## src/rtl/ps2_pkg.sv

```systemverilog
// ps2_pkg: frame FSM states and PS/2 frame constants shared by the receiver
package ps2_pkg;
  typedef enum logic [1:0] {IDLE, DATA, PARITY, STOP} state_t;
  localparam int DATA_BITS = 8;
  localparam logic START_BIT = 1'b0;
  localparam logic STOP_BIT = 1'b1;
endpackage

```

## src/rtl/ps2_pkt_fifo.sv

```systemverilog
// ps2_pkt_fifo: first-word-fall-through packet FIFO; a push into a full FIFO is accepted only alongside a pop
module ps2_pkt_fifo #(
  parameter int WIDTH = 25,
  parameter int DEPTH = 4
) (
  input  logic                   clk,
  input  logic                   rst,
  input  logic                   push,
  input  logic [WIDTH-1:0]       push_data,
  input  logic                   pop,
  output logic                   vld,
  output logic [WIDTH-1:0]       head,
  output logic [$clog2(DEPTH):0] level,
  output logic                   accepted
);
  localparam int AW = $clog2(DEPTH);
  logic [WIDTH-1:0] mem [DEPTH];
  logic [AW-1:0] wp, rp;
  logic do_pop;
  assign vld = level != '0;
  assign do_pop = pop & vld;
  assign accepted = push & ((level != (AW+1)'(DEPTH)) | do_pop);
  assign head = vld ? mem[rp] : '0;
  // storage write; the head is masked to zero while empty so no reset is needed here
  always_ff @(posedge clk)
    if (accepted) mem[wp] <= push_data;
  // pointers and occupancy
  always_ff @(posedge clk)
    if (rst) begin
      wp <= '0;
      rp <= '0;
      level <= '0;
    end else begin
      wp <= wp + AW'(accepted);
      rp <= rp + AW'(do_pop);
      level <= level + (AW+1)'(accepted) - (AW+1)'(do_pop);
    end
endmodule

```

## src/rtl/ps2_pkt_rx.sv

```systemverilog
// ps2_pkt_rx: PS/2 receiver that filters the line clock, deframes bytes and queues multi-byte packets
module ps2_pkt_rx
  import ps2_pkg::*;
#(
  parameter int PKT_BYTES   = 3,
  parameter int FILT_LEN    = 8,
  parameter int TIMEOUT_CYC = 100000,
  parameter int FIFO_DEPTH  = 4
) (
  input  logic                        clk_sys,
  input  logic                        rst,
  input  logic                        PS2_CLK,
  input  logic                        PS2_DATA,
  input  logic                        rx_en,
  input  logic                        clr_sticky,
  output logic                        pkt_vld,
  input  logic                        pkt_rdy,
  output logic [8*PKT_BYTES-1:0]      pkt_data,
  output logic                        pkt_err,
  output logic [$clog2(FIFO_DEPTH):0] fifo_level,
  output logic                        ovf_sticky,
  output logic                        to_sticky
);
  localparam int PW = 8*PKT_BYTES;
  localparam int IW = PKT_BYTES > 1 ? $clog2(PKT_BYTES) : 1;
  localparam int FW = $clog2(FILT_LEN);
  localparam int TW = $clog2(TIMEOUT_CYC+1);
  logic [1:0] clk_s, dat_s;
  logic fclk, fclk_d;
  logic [FW-1:0] fcnt;
  state_t state, nxt;
  logic [2:0] bit_cnt;
  logic [7:0] shreg;
  logic par;
  logic [IW-1:0] byte_idx;
  logic [PW-1:0] asm_reg, pkt_w;
  logic asm_err, byte_err, stb, dat, done, last, push, accepted, active, to_hit, abort;
  logic [TW-1:0] tcnt;
  logic [PW:0] head;
  assign stb = fclk_d & ~fclk;
  assign dat = dat_s[1];
  assign active = (state != IDLE) || (byte_idx != '0);
  assign to_hit = rx_en & active & ~stb & (tcnt == TW'(TIMEOUT_CYC-1));
  assign abort = ~rx_en | to_hit;
  assign done = stb & ~abort & (state == STOP);
  assign byte_err = (par != ~^shreg) | (dat != STOP_BIT);
  assign last = byte_idx == IW'(PKT_BYTES-1);
  assign push = done & last;
  assign pkt_data = head[PW-1:0];
  assign pkt_err = head[PW];
  // synchronisers and clock glitch filter: a new level needs FILT_LEN consecutive samples
  always_ff @(posedge clk_sys)
    if (rst) begin
      clk_s <= '1;
      dat_s <= '1;
      fclk <= 1'b1;
      fclk_d <= 1'b1;
      fcnt <= '0;
    end else begin
      clk_s <= {clk_s[0], PS2_CLK};
      dat_s <= {dat_s[0], PS2_DATA};
      fclk_d <= fclk;
      if (clk_s[1] == fclk) fcnt <= '0;
      else if (fcnt == FW'(FILT_LEN-1)) begin
        fclk <= clk_s[1];
        fcnt <= '0;
      end else fcnt <= fcnt + 1'b1;
    end
  // packet image with the byte currently in the deserialiser dropped into its lane
  always_comb begin
    pkt_w = asm_reg;
    pkt_w[byte_idx*8 +: 8] = shreg;
  end
  // frame FSM next state
  always_comb begin
    nxt = state;
    if (abort) nxt = IDLE;
    else if (stb)
      case (state)
        IDLE:    nxt = dat == START_BIT ? DATA : IDLE;
        DATA:    nxt = bit_cnt == 3'(DATA_BITS-1) ? PARITY : DATA;
        PARITY:  nxt = STOP;
        default: nxt = IDLE;
      endcase
  end
  // frame FSM state register
  always_ff @(posedge clk_sys)
    state <= rst ? IDLE : nxt;
  // deserialiser and packet assembly; abort discards everything partial
  always_ff @(posedge clk_sys)
    if (rst || abort) begin
      bit_cnt <= '0;
      byte_idx <= '0;
      asm_err <= 1'b0;
      shreg <= '0;
      par <= 1'b0;
      asm_reg <= '0;
    end else if (stb) begin
      if (state == IDLE) bit_cnt <= '0;
      if (state == DATA) begin
        shreg <= {dat, shreg[7:1]};
        bit_cnt <= bit_cnt + 1'b1;
      end
      if (state == PARITY) par <= dat;
      if (state == STOP) begin
        asm_reg <= pkt_w;
        byte_idx <= last ? '0 : byte_idx + 1'b1;
        asm_err <= ~last & (asm_err | byte_err);
      end
    end
  // inactivity timer, restarted by every bit strobe
  always_ff @(posedge clk_sys)
    tcnt <= (rst || abort || stb || !active) ? '0 : tcnt + 1'b1;
  // sticky flags; a setting event beats a clear in the same cycle
  always_ff @(posedge clk_sys)
    if (rst) begin
      ovf_sticky <= 1'b0;
      to_sticky <= 1'b0;
    end else begin
      ovf_sticky <= (push & ~accepted) | (ovf_sticky & ~clr_sticky);
      to_sticky <= to_hit | (to_sticky & ~clr_sticky);
    end
  ps2_pkt_fifo #(.WIDTH(PW+1), .DEPTH(FIFO_DEPTH)) u_fifo (
    .clk(clk_sys),
    .rst(rst),
    .push(push),
    .push_data({asm_err | byte_err, pkt_w}),
    .pop(pkt_rdy),
    .vld(pkt_vld),
    .head(head),
    .level(fifo_level),
    .accepted(accepted)
  );
endmodule
```

## config.mk

```make
export PLATFORM = sky130hd
export DESIGN_NAME = ps2_pkt_rx
export DESIGN_NICKNAME = d
export VERILOG_FILES = /design/src/rtl/ps2_pkg.sv /design/src/rtl/ps2_pkt_fifo.sv /design/src/rtl/ps2_pkt_rx.sv
export SDC_FILE = /design/constraint.sdc
export NUM_CORES = 1
export LEC_CHECK = 0
export CORE_MARGIN = 10
export CORE_UTILIZATION = 65
export DETAILED_ROUTE_END_ITERATION = 7
export PLACE_DENSITY = 0.89
export SETUP_SLACK_MARGIN = 0.2
export SLEW_MARGIN = 20
export SYNTH_ARGS = -nofsm -noshare
export SYNTH_HDL_FRONTEND = slang
export SYNTH_SLANG_ARGS = --single-unit
```

## constraint.sdc

```tcl
create_clock -name clk_sys -period 13.65 [get_ports clk_sys]
set_input_delay 3.4125 -clock clk_sys [delete_from_list [all_inputs] [get_ports clk_sys]]
set_output_delay 3.4125 -clock clk_sys [all_outputs]
set_load 0.02 [all_outputs]
```

==> Word level (Yosys, flattened, before mapping) <==
Memory sizes are Yosys's and may differ from the RTL's. A register that Yosys moved wholly into a read port is not among the register bits.
Cells that the tools add are included.
{ "word_totals": {"ram_bits": 100, "in_bits": 7, "elab_cells": 97, "register_bits": 76, "n_memories": 1, "out_inout_bits": 31} }
{ "classes": {"bitwise": 28, "muxes": 11, "n_eq_ne": 10, "n_addsub": 9, "reduce_logical": 18, "n_shift": 2} }
{ "mem_list": {"columns": ["memory", "words", "width", "rd", "rd_clocked_by_memory_dff", "write_ports", "line_no", "text"], "rows": [
  ["u_fifo.mem", 4, 25, 1, 1, 1, "ps2_pkt_fifo.sv:17", "logic [WIDTH-1:0] mem [DEPTH];"]
]} }
{ "ops": {"columns": ["cell", "n"], "rows": [
  ["$neg 5->34", 1],
  ["$shift 8x34->24 const A", 1],
  ["$shiftx 8x34->24", 1],
  ["$mux 25", 1],
  ["$bwmux 24", 1],
  ["$add 17x1->17 const B", 1],
  ["$eq 17x17->1 const B", 1],
  ["$and 1x1->1", 13],
  ["$reduce_and 2->1", 5],
  ["$not 1->1", 9],
  ["$reduce_xnor 8->1", 1],
  ["$add 3x1->3 const B", 2],
  ["$eq 2x2->1 const B", 3],
  ["$eq 3x3->1 const B", 2],
  ["$mux 2", 3],
  ["$mux 3", 2],
  ["$or 1x1->1", 6],
  ["$pmux 2 s3", 1],
  ["$reduce_bool 2->1", 3],
  ["$add 2x1->2", 2],
  ["$logic_or 1x1->1", 4],
  ["$add 3x1->3", 1],
  ["$mux 1", 3],
  ["$ne 3x3->1 const B", 1],
  ["10 further kinds", 10]
]} }

==> Logic depth before layout (Yosys ltp) <==
{ "depth": {"ltp_word": 14, "depth_mapped": 11, "depth_no_buf": 10} }

==> Modules after synthesis <==
From an unflattened synthesis, not the netlist that was laid out.
{ "unflattened": {"cells_unflattened": 596, "area_unflattened_um2": 7553.5} }
{ "modules_own_cells": {"columns": ["mod", "instances", "cells_per_inst", "area_per_inst_um2", "seq_area_each_um2"], "rows": [
  ["ps2_pkt_fifo", 1, 194, 4210.3, 3143.0],
  ["ps2_pkt_rx", 1, 402, 3343.2, 1381.3]
]} }

==> Least setup slack after synthesis <==
OpenSTA, ideal clock, no wires.
{ "synth_path": {"kind": "input-to-reg", "start": "input rx_en", "end": "memory u_fifo.mem[1][0] (enable)", "setup_time_ns": 0.479, "arrival_ns": 6.210, "cell_stages": 2, "n_path_buf": 0, "required_ns": 13.171, "slack_ns": 6.961, "cell_sequence": "nand3_1 nor4b_1"} }
{ "synth_between": {"elab_chain_len": 11, "word_cells_on_any_way": 12, "classes_between": "2 x mux; 10 x bitwise"} }
{ "synth_lines": {"columns": ["element", "line_no", "text"], "rows": [
  ["start, declared", "ps2_pkt_rx.sv:14", "input logic rx_en,"],
  ["$and 1x1->1 (3 in series)", "ps2_pkt_rx.sv:43", "assign to_hit = rx_en & active & ~stb & (tcnt == TW'(TIMEOUT_CYC-1));"],
  ["$or 1x1->1 (*)", "ps2_pkt_rx.sv:44", "assign abort = ~rx_en | to_hit;"],
  ["$not 1->1 (*)", "ps2_pkt_rx.sv:45", "assign done = stb & ~abort & (state == STOP);"],
  ["$and 1x1->1 (*) (2 in series)", "ps2_pkt_rx.sv:45", null],
  ["$and 1x1->1 (*)", "ps2_pkt_rx.sv:48", "assign push = done & last;"],
  ["$and 1x1->1 (*)", "ps2_pkt_fifo.sv:22", "assign accepted = push & ((level != (AW+1)'(DEPTH)) | do_pop);"],
  ["$mux 1 (*)", "ps2_pkt_fifo.sv:26", "if (accepted) mem[wp] <= push_data;"],
  ["$mux 1 (not written as such) (*)", "ps2_pkt_fifo.sv:26", null],
  ["end, declared", "ps2_pkt_fifo.sv:17", null]
]} }
Mark *: on every way between the ends. The rest lies on a longest branch, timed or not.

==> impl_metrics.ini <==
[grt]
grt.busiest_layer = met2
first_global_vias = 4724
grt_pass1_wl_microns = 24500
grt_max_degree = 55
antenna_found_initial = 0
overflow = 0
met2_usage = 0.324
grt_use_total = 0.186
grtUsageMet1 = 0.223
met3_usage = 0.0456

[floorplan]
die_x_microns = 129
dieArea_sq_mm = 0.0166
core.rowCount = 39
start_util = 0.669
die_h_microns = 129
ioPinCount = 38
coreArea_sq_mm = 0.0115

[clock_tree]
clk_root_buffer_cell = clkbuf_16
htreeDepth = 4
post_cts_resized = 0
post_cts_buffers = 0
cts.path.max_buffers = 2
cts_sinks = 176
ctsHoldBuffers = 0
cts_tree = built
cts.clk_slew.worst_paths_ps = 60
insertion_delay_ps = 430
cts_made_buffers = 17

[timing]
fin_setup_tns_ps = 0
rsz0062_at_grt = no
max_slew_margin = 0.261
hold_viol = 0
tightest_slew_ps = 1090
fmax_mhz = 168
finalCriticalPeriod_ps = 5950
drv_slew = 0
finalCritPeriodShare = 0.436
setup_violations = 0
worst_clock_skew_ps = 8.06

[worst_setup_path]
start_kind = flip-flop
endpoint_kind = output pin
worst_path_max_delay_cell = clkdlybuf4s50_1
path_class = flip-flop to output pin
r2r_cells = 10
worstPathRequired_ps = 10240
crit_fanout = 25
crit_arrival_ps = 2540
path_cells = buf_4, mux4_2, nor2b_1, clkdlybuf4s50_1
max_stage_delay_ps = 580

[pwr]
comb_power_share = 0.210
internal-power_mw = 0.955
p_seq_frac = 0.438
power.density_mw_per_mm2 = 149
p_clk_frac = 0.352
netSwitchingPower_mw = 0.346
fin_total_pwr_mw = 1.30
p_sw_frac = 0.266
vdd_drop_max_v = 0.0000936
p_leak_nw = 3.06

[finish]
largest_register_ffs = 100
nFillCells = 661
area_delta_synth_final_pct = 13.0
final_core_util = 0.756
fin_nets = 656
final-seq-area_sq_mm = 0.00452
drive_above_1_share = 0.201
antennaDiodeCount = 0
final_common_cell = edfxtp_1
final_cell_mix = edfxtp_1 (100), dfxtp_1 (76), inv_1 (55)
multi_input_area_sq_mm = 0.00279

[synth]
synth_edf_count = 100
synth_cells = 599
ys_seq_elements = 176
syn_avg_cell_area_sq_um = 12.9
syn_nets = 621
yosysUniqueCellTypes = 63
ys_seq_area_frac = 0.587
syn-cell-area_sq_mm = 0.00770
synthFlopType = edfxtp_1
async_flop_share = 0
synth-warning-count = 0

[detailed_routing]
drt_wl_total_microns = 14800
vias_per_cell = 5.94
dr.pass1.iters = 5
antenna_left = 0
dr_total_vias = 4690
drt_iter0_markers = 428
wire_per_inst_microns = 18.7
drc_errors = 0

[job]
drv_cap = 0

[placed_design]
port_buffers = 37
gp_congestion = 0.853
dp_hpwl_microns = 9180

[outcome]
outcome = complete, no violations

[hold_path]
min_path_cells = 1
hold_class = flip-flop to flip-flop
area by class of cell:
class | count | area share
clock buffers | 22 | 0.0545
clock inverters | 10 | 0.00978
inverters | 55 | 0.0237
multi-input cells | 337 | 0.320
flip-flops and latches | 176 | 0.520
well taps | 143 | 0.0206
repair buffers | 47 | 0.0512
synthesized netlist by cell type (2+ instances only):
master    count  area, sq um
a211oi_2     22          275
a21oi_1       8         40.0
a21oi_2      11         96.3
a32oi_1       2         17.5
and2_1        2         12.5
and3_1        2         12.5
and4_1        2         17.5
and4b_1       2         20.0
buf_2        12         60.1
buf_6         6         67.6
clkbuf_1      8         30.0
dfxtp_1      76         1520
edfxtp_1    100         3000
ha_1         14          175
inv_1        55          206
mux4_2       25          563
nand2_1      47          176
nand2b_1      3         18.8
nand3_1       8         40.0
nand3b_1      2         15.0
nand4_1       6         37.5
nor2_1       46          173
nor2_2        7         43.8
nor2b_1      32          200
nor3_1        5         25.0
nor4_1        3         18.8
nor4b_1       3         26.3
o21a_1       23          173
o21ai_0       7         35.0
or2_2         5         31.3
or3_1         2         12.5
xnor2_1      15          131
xor2_1        8         70.1
worst max-delay path: cells and delay by family, from the launching register on:
family | cells | cell delay (ps)
flops | 1 | 340
simple gates | 1 | 160
buf+inv | 2 | 1020
mux | 1 | 570
power groups by stage:
stage	combinational [mW]	sequential (mW)	clock, mW
after CTS	0.280	0.569	0.462
after global placement	0.267	0.580	0
after floorplan	0.169	0.583	0
final	0.273	0.570	0.458
after detailed placement	0.274	0.581	0
after global routing	0.294	0.570	0.485
stage by stage:
step                std cells  area [sq um]  hold slack (ps)  setup slack (ps)
global placement          758          8140              398              7860
CTS                       790          8700              415              7630
global route              790          8700              429              7560
floorplan                 599          7700              389              6960
detailed placement        758          8140              399              7730
finish                    790          8700              415              7700
per-layer routing:
| metal | vias to the layer above | wire, microns |
|---|---|---|
| met5 | - | 0 |
| met4 | 0 | 197 |
| met3 | 20 | 883 |
| met2 | 171 | 7720 |
| met1 | 2308 | 6000 |
| li1 | 2191 | - |
final timing paths:
check                                   from         endpoint  slack, ps
worst max register to register      state[1]  u_fifo.level[2]      10610
worst min-delay path                dat_s[0]         dat_s[1]        410
worst min register to register      dat_s[0]         dat_s[1]        410
worst max-delay path            u_fifo.rp[0]      pkt_data[7]       7700
cells by family (layout without fill, tap and decap cells):
family                     Yosys count  in the layout  share of synthesized area
and+or+nand+nor                    190            190                      0.134
DFF                                176            176                      0.587
buffers and inverters               86            134                     0.0541
AOI/OAI and AO/OA                   81             81                     0.0944
muxes                               27             27                     0.0758
xor gates and xnor gates            24             24                     0.0291
adders and majority gates           15             15                     0.0253
(Power assumes the default switching activity.)
